[config.mk]
export PLATFORM = sky130hd
export DESIGN_NAME = dmul_lfsr_seq
export DESIGN_NICKNAME = d
export VERILOG_FILES = /design/src/rtl/dmul_pkg.sv /design/src/rtl/lfsr.sv /design/src/rtl/dmul_lfsr_seq.sv
export SDC_FILE = /design/constraint.sdc
export NUM_CORES = 1
export LEC_CHECK = 0
export BUFFER_PORTS_ARGS = -buffer_cell sky130_fd_sc_hd__buf_2
export CAP_MARGIN = 20
export CORE_MARGIN = 8
export CORE_UTILIZATION = 45
export CTS_CLUSTER_SIZE = 16
export DETAILED_ROUTE_END_ITERATION = 10
export PLACE_DENSITY = 0.67
export SYNTH_ARGS = -nofsm -noshare
export SYNTH_HDL_FRONTEND = slang
export SYNTH_SLANG_ARGS = --single-unit
[constraint.sdc]
create_clock -name clk -period 2.7 [get_ports clk]
set_input_delay 0.135 -clock clk [delete_from_list [all_inputs] [get_ports clk]]
set_output_delay 0.135 -clock clk [all_outputs]
set_load 0.005 [all_outputs]
[src/rtl/dmul_pkg.sv]
// Shared types and helpers for the LFSR-driven stochastic multiplier.
// Latency: n/a (package only).
// Backpressure: n/a (package only).
package dmul_pkg;

  typedef enum logic [1:0] {
    IDLE = 2'd0,
    RUN  = 2'd1,
    DONE = 2'd2
  } dmulState;

  localparam logic MODE_UNI = 1'b0;
  localparam logic MODE_BI  = 1'b1;

  // Width needed to hold a ones count in 0..len.
  function automatic int cntWidth(input int len);
    return (len < 1) ? 1 : $clog2(len + 1);
  endfunction

  // Fibonacci feedback masks for maximal-length sequences (bit i = tap i+1).
  function automatic logic [31:0] lfsrTaps(input int width);
    case (width)
      2:       return 32'h0000_0003;
      3:       return 32'h0000_0006;
      4:       return 32'h0000_000C;
      5:       return 32'h0000_0014;
      6:       return 32'h0000_0030;
      7:       return 32'h0000_0060;
      8:       return 32'h0000_00B8;
      9:       return 32'h0000_0110;
      10:      return 32'h0000_0240;
      11:      return 32'h0000_0500;
      12:      return 32'h0000_0829;
      13:      return 32'h0000_100D;
      14:      return 32'h0000_2015;
      15:      return 32'h0000_6000;
      16:      return 32'h0000_D008;
      default: return 32'h0000_00B8;
    endcase
  endfunction

endpackage

[src/rtl/lfsr.sv]
// Maximal-length Fibonacci LFSR with synchronous seed load; never reaches zero from a nonzero seed.
// Latency: next state one cycle after advance/load.
// Backpressure: none; holds its value while advance is low.
module lfsr
  import dmul_pkg::*;
#(
  parameter int               WIDTH = 8,
  parameter logic [WIDTH-1:0] SEED  = WIDTH'(1)
) (
  input  logic             clk,
  input  logic             rst_n,
  input  logic             load,
  input  logic             advance,
  output logic [WIDTH-1:0] state
);

  localparam logic [WIDTH-1:0] TAPS = WIDTH'(lfsrTaps(WIDTH));

  // Seed on reset or load, otherwise shift in the tap parity when advancing.
  always_ff @(posedge clk or negedge rst_n) begin
    if (!rst_n) begin
      state <= SEED;
    end else if (load) begin
      state <= SEED;
    end else if (advance) begin
      state <= {state[WIDTH-2:0], ^(state & TAPS)};
    end
  end

endmodule

[src/rtl/dmul_lfsr_seq.sv]
// Stochastic multiplier: compares operands against two LFSRs for LEN cycles and counts AND/XNOR ones.
// Latency: done pulses LEN+1 cycles after the start-accepting edge; oC holds until the next start.
// Backpressure: start is only accepted in IDLE and ignored while busy or done. Macro DMUL_ROT_EN holds LFSR-B one cycle whenever LFSR-A returns to its seed.
module dmul_lfsr_seq
  import dmul_pkg::*;
#(
  parameter int               WIDTH  = 8,
  parameter int               LEN    = 2**WIDTH - 1,
  parameter logic [WIDTH-1:0] SEED_A = WIDTH'(1),
  parameter logic [WIDTH-1:0] SEED_B = WIDTH'(8'h5A),
  localparam int              CNT_W  = cntWidth(LEN)
) (
  input  logic             clk,
  input  logic             rst_n,
  input  logic             start,
  input  logic             mode,
  input  logic [WIDTH-1:0] iA,
  input  logic [WIDTH-1:0] iB,
  output logic             busy,
  output logic             done,
  output logic [CNT_W-1:0] oC
);

  dmulState         fsmState;
  logic [WIDTH-1:0] aBuf;
  logic [WIDTH-1:0] bBuf;
  logic             modeBuf;
  logic [CNT_W-1:0] lenCnt;
  logic [WIDTH-1:0] lfsrA;
  logic [WIDTH-1:0] lfsrB;
  logic             seedLoad;
  logic             advA;
  logic             advB;
  logic             holdB;
  logic             bitA;
  logic             bitB;
  logic             bitC;
  logic             lastCycle;

  // Stream bit generation and LFSR stepping controls.
  always_comb begin
    seedLoad = (fsmState == IDLE) && start;
    advA     = (fsmState == RUN);
`ifdef DMUL_ROT_EN
    // Skip one B step each time A wraps back to its seed (not on the very first cycle).
    holdB    = (lfsrA == SEED_A) && (lenCnt != '0);
`else
    holdB    = 1'b0;
`endif
    advB      = advA && !holdB;
    bitA      = aBuf > lfsrA;
    bitB      = bBuf > lfsrB;
    bitC      = (modeBuf == MODE_BI) ? ~(bitA ^ bitB) : (bitA & bitB);
    lastCycle = (lenCnt == CNT_W'(LEN - 1));
  end

  lfsr #(
    .WIDTH (WIDTH),
    .SEED  (SEED_A)
  ) uLfsrA (
    .clk     (clk),
    .rst_n   (rst_n),
    .load    (seedLoad),
    .advance (advA),
    .state   (lfsrA)
  );

  lfsr #(
    .WIDTH (WIDTH),
    .SEED  (SEED_B)
  ) uLfsrB (
    .clk     (clk),
    .rst_n   (rst_n),
    .load    (seedLoad),
    .advance (advB),
    .state   (lfsrB)
  );

  // Control FSM with registered busy/done, operand latching and ones counting.
  always_ff @(posedge clk or negedge rst_n) begin
    if (!rst_n) begin
      fsmState <= IDLE;
      busy     <= 1'b0;
      done     <= 1'b0;
      oC       <= '0;
      aBuf     <= '0;
      bBuf     <= '0;
      modeBuf  <= MODE_UNI;
      lenCnt   <= '0;
    end else begin
      case (fsmState)
        IDLE: begin
          done <= 1'b0;
          if (start) begin
            aBuf     <= iA;
            bBuf     <= iB;
            modeBuf  <= mode;
            oC       <= '0;
            lenCnt   <= '0;
            busy     <= 1'b1;
            fsmState <= RUN;
          end
        end
        RUN: begin
          oC     <= oC + CNT_W'(bitC);
          lenCnt <= lenCnt + 1'b1;
          if (lastCycle) begin
            busy     <= 1'b0;
            done     <= 1'b1;
            fsmState <= DONE;
          end
        end
        DONE: begin
          done     <= 1'b0;
          fsmState <= IDLE;
        end
        default: begin
          busy     <= 1'b0;
          done     <= 1'b0;
          fsmState <= IDLE;
        end
      endcase
    end
  end

endmodule

==> reports/results.ini, run 1 <==
[cts]
clk_latency_ps = 300
numCtsBuffers = 5
clkSinkCount = 53
htree_num_levels = 2
cts_tree = done
cts-root-buf = clkbuf_8
clk_pin_slew_ps = 100
clk_path_buf_depth = 2

[finish]
fin_nets = 357
layout_commonest_cell = nand2_1
drive_above_1_share_pct = 23.97
area_growth_pct = 20.76
multi_input_area_mm2 = 0.001321
layout_common_cells = 75 x nand2_1, 48 x dfrtp_1, 29 x buf_2, 22 x o21ai_0, 16 x inv_1
n_antenna_cell = 0
finalInstanceArea_mm2 = 0.003173
regArea_mm2 = 0.001333
fill_cells = 521
final_cells = 392

[synthesis]
synth_top_area_share_pct = 45.71
yosysUniqueCellTypes = 36
synth_nets = 319
synthArstFlopShare_pct = 100.0
synth_area_mm2 = 0.002628
ys_seq_area_share_pct = 50.71
synth_top_flop_cell = dfrtp_1
synth_area_leaders = dfrtp_1 46%, nand2_1 11%, ha_1 10%, o21ai_0 5.3%, dfstp_2 5.0%
synth_top_area_cell = dfrtp_1
ys_ff_latch = 53
yosysWarnings = 0
synth_edf_count = 0
synth_cells = 278
syn_avg_cell_area_um2 = 9.452

[global_routing]
grt_max_degree = 35
overflow = 0
grt_pass1_wl_mm = 9.404
antenna_found_initial = 0
grt_pass1_vias = 2046
grt.total_usage_pct = 13.54

[power_and_ir_drop]
power_frac_comb_pct = 15.5
p_leak_nw = 1.433
internal-power_mw = 1.318
seqPwrFrac_pct = 53.6
switchingPower_uw = 496.3
switching_share_pct = 27.36
total_power_mw = 1.814
peakVddDrop_v = 0.0003592
p_per_area_mw_per_mm2 = 571.7
p_clk_share_pct = 30.8

[setup_path]
required_ps = 2890
crit_type = reg -> reg
rr_worst_depth = 13
reg2reg_to = oC[6]
rrSetupSlack_ps = 40
endpoint_kind = flop
r2r_start = uLfsrA.state[7]
crit_fanout = 3
arrival_ps = 2850
critPathLaunchType = flop

[timing]
finalMaxSlewViolations = 0
max_freq_mhz = 376.6
tightest_slew_ps = 801.3
fin_hold_ws_ps = 9.372
timing.slew.headroom_pct = 46.52
finalHoldViolCount = 0
setup_viol = 0
fin_crit_ps = 2655
setup_tns_ps = 0
rsz0062_at_grt = yes
finClkSkew_ps = 9.598
fin_crit_sh_pct = 98.34

[min_path]
min-delay-start = iA[4]
min_path_cells = 3
holdPathEnd = aBuf[4]
hold_path_class = in -> reg

[floorplanning]
initial_core_util_pct = 45.45
core_mm2 = 0.005781
die_area_mm2 = 0.008540
die_h_um = 92.41
ios = 30
rows = 28
die_x_um = 92.41

[placement]
place.gp.congestion = 0.7941
hpwl_mm = 3.793
port_buffers = 29
dpl_cell_area_mm2 = 0.002873
dp_cells = 380

[routing]
antenna_left = 0
dr_total_vias = 2047
vias_per_cell = 5.222
wl_per_cell_um = 14.31
drt-total-wl_mm = 5.611
drt-initial-drc-count = 97
firstDrtPassIters = 5
drc_errors = 0

[job]
max_cap_violations = 0

[run_status]
status = finished clean

==> how the worst max path moves through the flow <==
stage	start	to	depth (start not counted)
after floorplan	uLfsrB.state[1]	oC[6]	14
after global placement	uLfsrB.state[1]	oC[6]	14
after detailed placement	uLfsrB.state[1]	oC[6]	14
after CTS	uLfsrB.state[1]	oC[6]	14
after global routing	uLfsrB.state[3]	oC[6]	13
final	uLfsrA.state[7]	oC[6]	13
==> per-stage QoR <==
step,utilization (%),setup WS (ps)
3_3_place_gp,49.70,20.20
6_report,54.89,44.80
2_1_floorplan,-,83.35
3_5_place_dp,49.70,-94.23
5_1_grt,54.89,-55.29
4_1_cts,52.66,-18.71
==> power groups by stage <==
| stage | registers (mW) | logic, mW | clock network, mW |
|---|---|---|---|
| after floorplan | 0.949 | 0.114 | 0 |
| after global placement | 0.955 | 0.234 | 0 |
| after detailed placement | 0.958 | 0.245 | 0 |
| after CTS | 0.952 | 0.260 | 0.578 |
| after global routing | 0.988 | 0.324 | 0.608 |
| final | 0.973 | 0.282 | 0.560 |
==> critical path, stage by stage, from the launching register on <==
cell     delay (ps)
dfrtp_1         390
inv_1            60
ha_1            320
a21oi_1         160
o21ai_0         120
o22a_1          260
ha_4            270
a21oi_4         140
ha_4            180
ha_4            130
and3_4          210
a31oi_2          80
o21ai_1         130
o21ai_1          80
==> layer usage <==
metal,track usage [%],up-vias,wire length [um]
li1,-,1028,-
met5,0,-,0
met3,3.155,5,207
met1,17.60,978,2724
met4,5.101,0,51
met2,21.45,36,2628
==> flip-flops by register name, indices dropped and copies added, names as in the netlist <==
| signal | count |
|---|---|
| uLfsrB.state | 8 |
| busy | 1 |
| modeBuf | 1 |
| bBuf | 8 |
| aBuf | 8 |
| uLfsrA.state | 8 |
| oC | 8 |
| fsmState | 2 |
| done | 1 |
| lenCnt | 8 |
==> kinds of logic (layout without fill, tap and decap cells) <==
family	count (synthesis)	after routing	synth area share [%]
AOI/OAI and AO/OA	57	57	12.81
xor gates and xnor gates	7	7	2.333
adders and majority gates	21	21	10.00
buffers and inverters	29	68	4.619
DFF	53	53	50.71
muxes	2	2	0.7619
and+or+nand+nor	109	109	18.76
==> cell usage after synthesis (all sizes together), types with 3 or more instances <==
master and count:
xnor2 4, a21oi 10, nor2b 3, nand4 7, inv 20, nor2 5, ha 21, o21ai 29
xor2 3, dfrtp 48, nand3 10, o211ai 8, nand2 75, dfstp 5, buf 8
==> layout make-up <==
cell class / instances / share of cell area, %
Clock buffer: 6 / 2.603
Clock inverter: 2 / 1.183
Inverter: 20 / 2.366
Multi-Input combinational cell: 196 / 41.64
Sequential cell: 53 / 42.00
Tap cell: 75 / 2.957
Timing Repair Buffer: 40 / 7.256
==> what timing repair did <==
action	4_1_cts	5_1_grt
gates cloned	0	0
hold buffers	1	0
endpoints found under the hold margin	30	0
setup endpoints to repair	4	6
gates resized for setup	11	19
pin swaps	6	8
buffers inserted	0	3
(Power assumes the default switching activity.)
==> run 2, diff against run 1 <==
Settings changed: RECOVER_POWER set to 25.
==> reports/results.ini, run 2 (same netlist as run 1, synthesis figures left out) <==
[routing]
vias_per_cell = 5.230  ; +0.15%
drc_errors = 0  ; unchanged
firstDrtPassIters = 5  ; unchanged
drt-initial-drc-count = 96  ; -1.0%
antenna_left = 0  ; unchanged
wl_per_cell_um = 14.32  ; about the same
drt-total-wl_mm = 5.615  ; about the same
dr_total_vias = 2050  ; +0.15%

[cts]
cts-root-buf = clkbuf_8
clk_pin_slew_ps = 100  ; about the same
clk_latency_ps = 300  ; about the same
cts_tree = done
clk_path_buf_depth = 2  ; unchanged
numCtsBuffers = 5  ; unchanged
clkSinkCount = 53  ; unchanged
htree_num_levels = 2  ; unchanged

[min_path]
min-delay-start = iA[4]
min_path_cells = 3  ; unchanged
hold_path_class = in -> reg

[setup_path]
required_ps = 2890  ; about the same
arrival_ps = 2850  ; about the same
endpoint_kind = flop
crit_type = reg -> reg
r2r_start = uLfsrA.state[7]
crit_fanout = 3  ; unchanged
rrSetupSlack_ps = 40  ; about the same
critPathLaunchType = flop
worstPathCellList = inv_1 -> ha_1 -> a21oi_1 -> o21ai_0 -> o22a_1 -> ha_4 -> a21oi_4 -> ha_4 -> ha_4 -> and3_4 -> a31oi_2 -> o21ai_1 -> o21ai_1
slowest_stage = dfrtp_1
critPathMaxStageDelay_ps = 390  ; about the same
crit_path_end = oC[6]
crit_top_cell = ha_4
setup.worst_path.start = uLfsrA.state[7]
rr_worst_depth = 13  ; unchanged
reg2reg_to = oC[6]

[placement]
place.gp.congestion = 0.7941  ; unchanged
port_buffers = 29  ; unchanged
hpwl_mm = 3.793  ; unchanged
dp_cells = 380  ; unchanged

[floorplanning]
die_x_um = 92.41  ; unchanged
initial_core_util_pct = 45.45  ; unchanged
die_area_mm2 = 0.008540  ; unchanged
die_h_um = 92.41  ; unchanged
core_mm2 = 0.005781  ; unchanged
rows = 28  ; unchanged
ios = 30  ; unchanged

[timing]
finalMaxSlewViolations = 35  ; +35
setup_viol = 0  ; unchanged
timing.slew.headroom_pct = -19.61  ; -66 points
finalHoldViolCount = 0  ; unchanged
tightest_slew_ps = 1794  ; +992.9 ps
max_freq_mhz = 376.6  ; unchanged
finClkSkew_ps = 9.552  ; -0.04635 ps
rsz0062_at_grt = yes
fin_crit_sh_pct = 98.34  ; unchanged
fin_crit_ps = 2655  ; unchanged

[power_and_ir_drop]
switching_share_pct = 27.50  ; +0.14 points
p_per_area_mw_per_mm2 = 571.5  ; about the same
seqPwrFrac_pct = 53.8  ; +0.2 points
switchingPower_uw = 497.8  ; +0.29%
internal-power_mw = 1.312  ; -0.42%
peakVddDrop_v = 0.0003596  ; +0.11%
p_leak_nw = 1.423  ; -0.68%
power_frac_comb_pct = 15.3  ; -0.2 points
p_clk_share_pct = 30.9  ; about the same
total_power_mw = 1.810  ; -0.23%

[global_routing]
grt_pass1_wl_mm = 9.404  ; unchanged
grt.total_usage_pct = 13.54  ; unchanged
grt_pass1_vias = 2046  ; unchanged
grt_max_degree = 35  ; unchanged
overflow = 0  ; unchanged
antenna_found_initial = 0  ; unchanged

[finish]
layout_common_cells = 75 x nand2_1, 48 x dfrtp_1, 24 x buf_2, 22 x o21ai_0, 16 x inv_1
fill_cells = 526  ; +0.96%
fin_nets = 357  ; unchanged
regArea_mm2 = 0.001333  ; unchanged
final_cells = 392  ; unchanged
layout_commonest_cell = nand2_1
multi_input_area_mm2 = 0.001321  ; unchanged
area_growth_pct = 20.52
n_antenna_cell = 0  ; unchanged
drive_above_1_share_pct = 22.40  ; -1.6 points

[run_status]
violations = max-capacitance violations, max-slew violations
status = complete, but fails checks

[job]
max_cap_violations = 1  ; +1

==> run 2: worst min path at each step <==
stage / to / slack [ps]
global route: aBuf[7] / 2
global placement: bBuf[7] / 240
floorplan: aBuf[0] / -160
finish: aBuf[4] / 9
CTS: aBuf[4] / 2
detailed placement: bBuf[7] / 260
==> run 2: metal layers <==
| layer | GRT usage (%) | vias to the layer above | routed length [um] |
|---|---|---|---|
| li1 | - | 1029 | - |
| met3 | 3.155 | 5 | 210 |
| met4 | 5.101 | 0 | 51 |
| met5 | 0 | - | 0 |
| met1 | 17.60 | 980 | 2723 |
| met2 | 21.45 | 36 | 2631 |
==> run 2: what timing repair did <==
item	4_1_cts	5_1_grt
hold buffers	1	0
buffers inserted	0	3
pin swaps	6	8
setup endpoints to repair	4	6
resized for setup	11	19
hold endpoints to repair	30	0
==> run 2: critical path, delay by kind of cell (launching register included) <==
family	cells	cell delay, ps
simple gates	1	210
fa+ha+maj	4	900
flops	1	390
compound gates	7	970
buf+inv	1	60
==> run 2: metrics by stage <==
step | util, % | setup TNS (ps) | hold slack (ps) | area, um^2 | setup WS (ps)
2_1_floorplan | - | 0 | -160.6 | 2628 | 83.35
3_3_place_gp | 49.70 | 0 | 239.9 | 2873 | 20.20
3_5_place_dp | 49.70 | -121.0 | 256.1 | 2873 | -94.23
4_1_cts | 52.66 | -18.71 | 2.207 | 3044 | -18.71
5_1_grt | 54.78 | -78.78 | 1.626 | 3167 | -55.29
6_report | 54.78 | 0 | 9.372 | 3167 | 44.80
==> run 2: power by group through the flow <==
stage | Sequential (mW) | Combinational (mW) | Clock (mW)
floorplan | 0.949 | 0.114 | 0
global placement | 0.955 | 0.234 | 0
detailed placement | 0.958 | 0.245 | 0
CTS | 0.952 | 0.260 | 0.578
global route | 0.989 | 0.320 | 0.608
finish | 0.974 | 0.277 | 0.560
==> run 2: area by class of cell <==
cell class	count	area share, %
well taps	75	2.963
repair buffers	40	7.072
multi-input cells	196	41.72
clock inverters	2	1.185
clock buffers	6	2.608
flip-flops and latches	53	42.08
inverters	20	2.371
==> run 3, diff against run 2 <==
Settings changed: RECOVER_POWER 25 to 100.
==> reports/results.ini, run 3 (same netlist as run 1, synthesis figures left out) <==
[timing]
setup_tns_ps = 0  ; unchanged
tightest_slew_ps = 1794  ; unchanged
fin_crit_sh_pct = 98.34  ; unchanged
rsz0062_at_grt = yes
timing.slew.headroom_pct = -19.61  ; unchanged
fin_crit_ps = 2655  ; unchanged
finClkSkew_ps = 9.552  ; unchanged
finalHoldViolCount = 0  ; unchanged
setup_viol = 0  ; unchanged
max_freq_mhz = 376.6  ; unchanged
finalMaxSlewViolations = 35  ; unchanged
fin_hold_ws_ps = 9.372  ; unchanged

[setup_path]
endpoint_kind = flop
arrival_ps = 2850  ; about the same
required_ps = 2890  ; about the same
crit_type = reg -> reg
critPathLaunchType = flop
crit_fanout = 3  ; unchanged

[placement]
place.gp.congestion = 0.7941  ; unchanged
hpwl_mm = 3.793  ; unchanged
dp_cells = 380  ; unchanged
port_buffers = 29  ; unchanged

[job]
max_cap_violations = 1  ; unchanged

[routing]
vias_per_cell = 5.230  ; unchanged
drt-initial-drc-count = 96  ; unchanged
firstDrtPassIters = 5  ; unchanged
dr_total_vias = 2050  ; unchanged
drc_errors = 0  ; unchanged
drt-total-wl_mm = 5.617  ; about the same
wl_per_cell_um = 14.33  ; about the same
antenna_left = 0  ; unchanged

[finish]
n_antenna_cell = 0  ; unchanged
layout_common_cells = 75 x nand2_1, 48 x dfrtp_1, 23 x buf_2, 22 x o21ai_0, 16 x inv_1
area_growth_pct = 20.48  ; about the same
drive_above_1_share_pct = 22.08  ; -0.32 points
final_cells = 392  ; unchanged
fin_nets = 357  ; unchanged
final_util_pct = 54.76  ; about the same
layout_commonest_cell = nand2_1

[floorplanning]
core_mm2 = 0.005781  ; unchanged
initial_core_util_pct = 45.45  ; unchanged
ios = 30  ; unchanged
die_x_um = 92.41  ; unchanged
die_h_um = 92.41  ; unchanged
die_area_mm2 = 0.008540  ; unchanged
rows = 28  ; unchanged

[cts]
htree_num_levels = 2  ; unchanged
clkSinkCount = 53  ; unchanged
clk_path_buf_depth = 2  ; unchanged
clk_pin_slew_ps = 100  ; about the same
clk_latency_ps = 300  ; about the same
cts_tree = done
cts-root-buf = clkbuf_8
numCtsBuffers = 5  ; unchanged

[min_path]
hold_path_class = in -> reg

[run_status]
status = complete, but fails checks
violations = max-capacitance violations, max-slew violations

[global_routing]
overflow = 0  ; unchanged
grt_pass1_vias = 2046  ; unchanged
grt_pass1_wl_mm = 9.404  ; unchanged
grt.total_usage_pct = 13.54  ; unchanged
grt_max_degree = 35  ; unchanged
antenna_found_initial = 0  ; unchanged

[power_and_ir_drop]
p_leak_nw = 1.420  ; -0.22%
p_per_area_mw_per_mm2 = 571.3  ; about the same
peakVddDrop_v = 0.0003596  ; about the same

run 3: cell types whose count changed in the layout (fill, tap and decap cells not counted), sizes merged:
cell    before  now
clkbuf      11   12
buf         34   33
run 3: critical path: stages, from the launching register on:
cell and delay, ps:
dfrtp_1 390, inv_1 60, ha_1 320, a21oi_1 160, o21ai_0 120, o22a_1 260, ha_4 270, a21oi_4 140
ha_4 180, ha_4 130, and3_4 210, a31oi_2 80, o21ai_1 130, o21ai_1 80
run 3: final cells by class:
| type | count | area, um^2 |
|---|---|---|
| clock inverter | 2 | 37.54 |
| tap | 75 | 93.84 |
| inverter | 20 | 75.07 |
| timing repair buffer | 40 | 222.7 |
| clock buffer | 6 | 82.58 |
| fill | 527 | 2615 |
| sequential | 53 | 1333 |
| multi-input combinational | 196 | 1321 |
run 3: report_power, final:
part           switching [mW]  internal (mW)  total, mW
clock                   0.258          0.302      0.560
combinational           0.133          0.142      0.275
sequential              0.107          0.867      0.974
run 3: per-stage QoR:
stage               power (mW)  instance area [um^2]  setup WS [ps]
CTS                      1.790                  3044         -18.71
floorplan                1.063                  2628          83.35
global placement         1.189                  2873          20.20
detailed placement       1.202                  2873         -94.23
finish                   1.808                  3166          44.80
global route             1.915                  3166         -55.29
run 3: what timing repair did:
item                                    CTS  global route
endpoints found under the setup margin    4             6
buffers inserted                          0             3
hold buffers                              1             0
endpoints found under the hold margin    30             0
pin swaps                                 6             8
resized for setup                        11            19
gates cloned                              0             0
run 3: worst paths after layout:
kind | start | depth (start not counted) | end | slack [ps]
max | uLfsrA.state[7] | 13 | oC[6] | 40
min | iA[4] | 3 | aBuf[4] | 9
max reg2reg | uLfsrA.state[7] | 13 | oC[6] | 40
min reg2reg | oC[7] | 1 | oC[7] | 490
max in group asynchronous | rst_n | 3 | uLfsrB.state[1] | 780
min in group asynchronous | rst_n | 2 | aBuf[4] | 840
run 3: routing by layer:
layer	global-route usage [%]	vias up	part of all wire [%]
li1	-	1029	-
met1	17.60	980	48
met2	21.45	36	47
met3	3.155	5	3.8
met4	5.101	0	0.91
met5	0	-	0
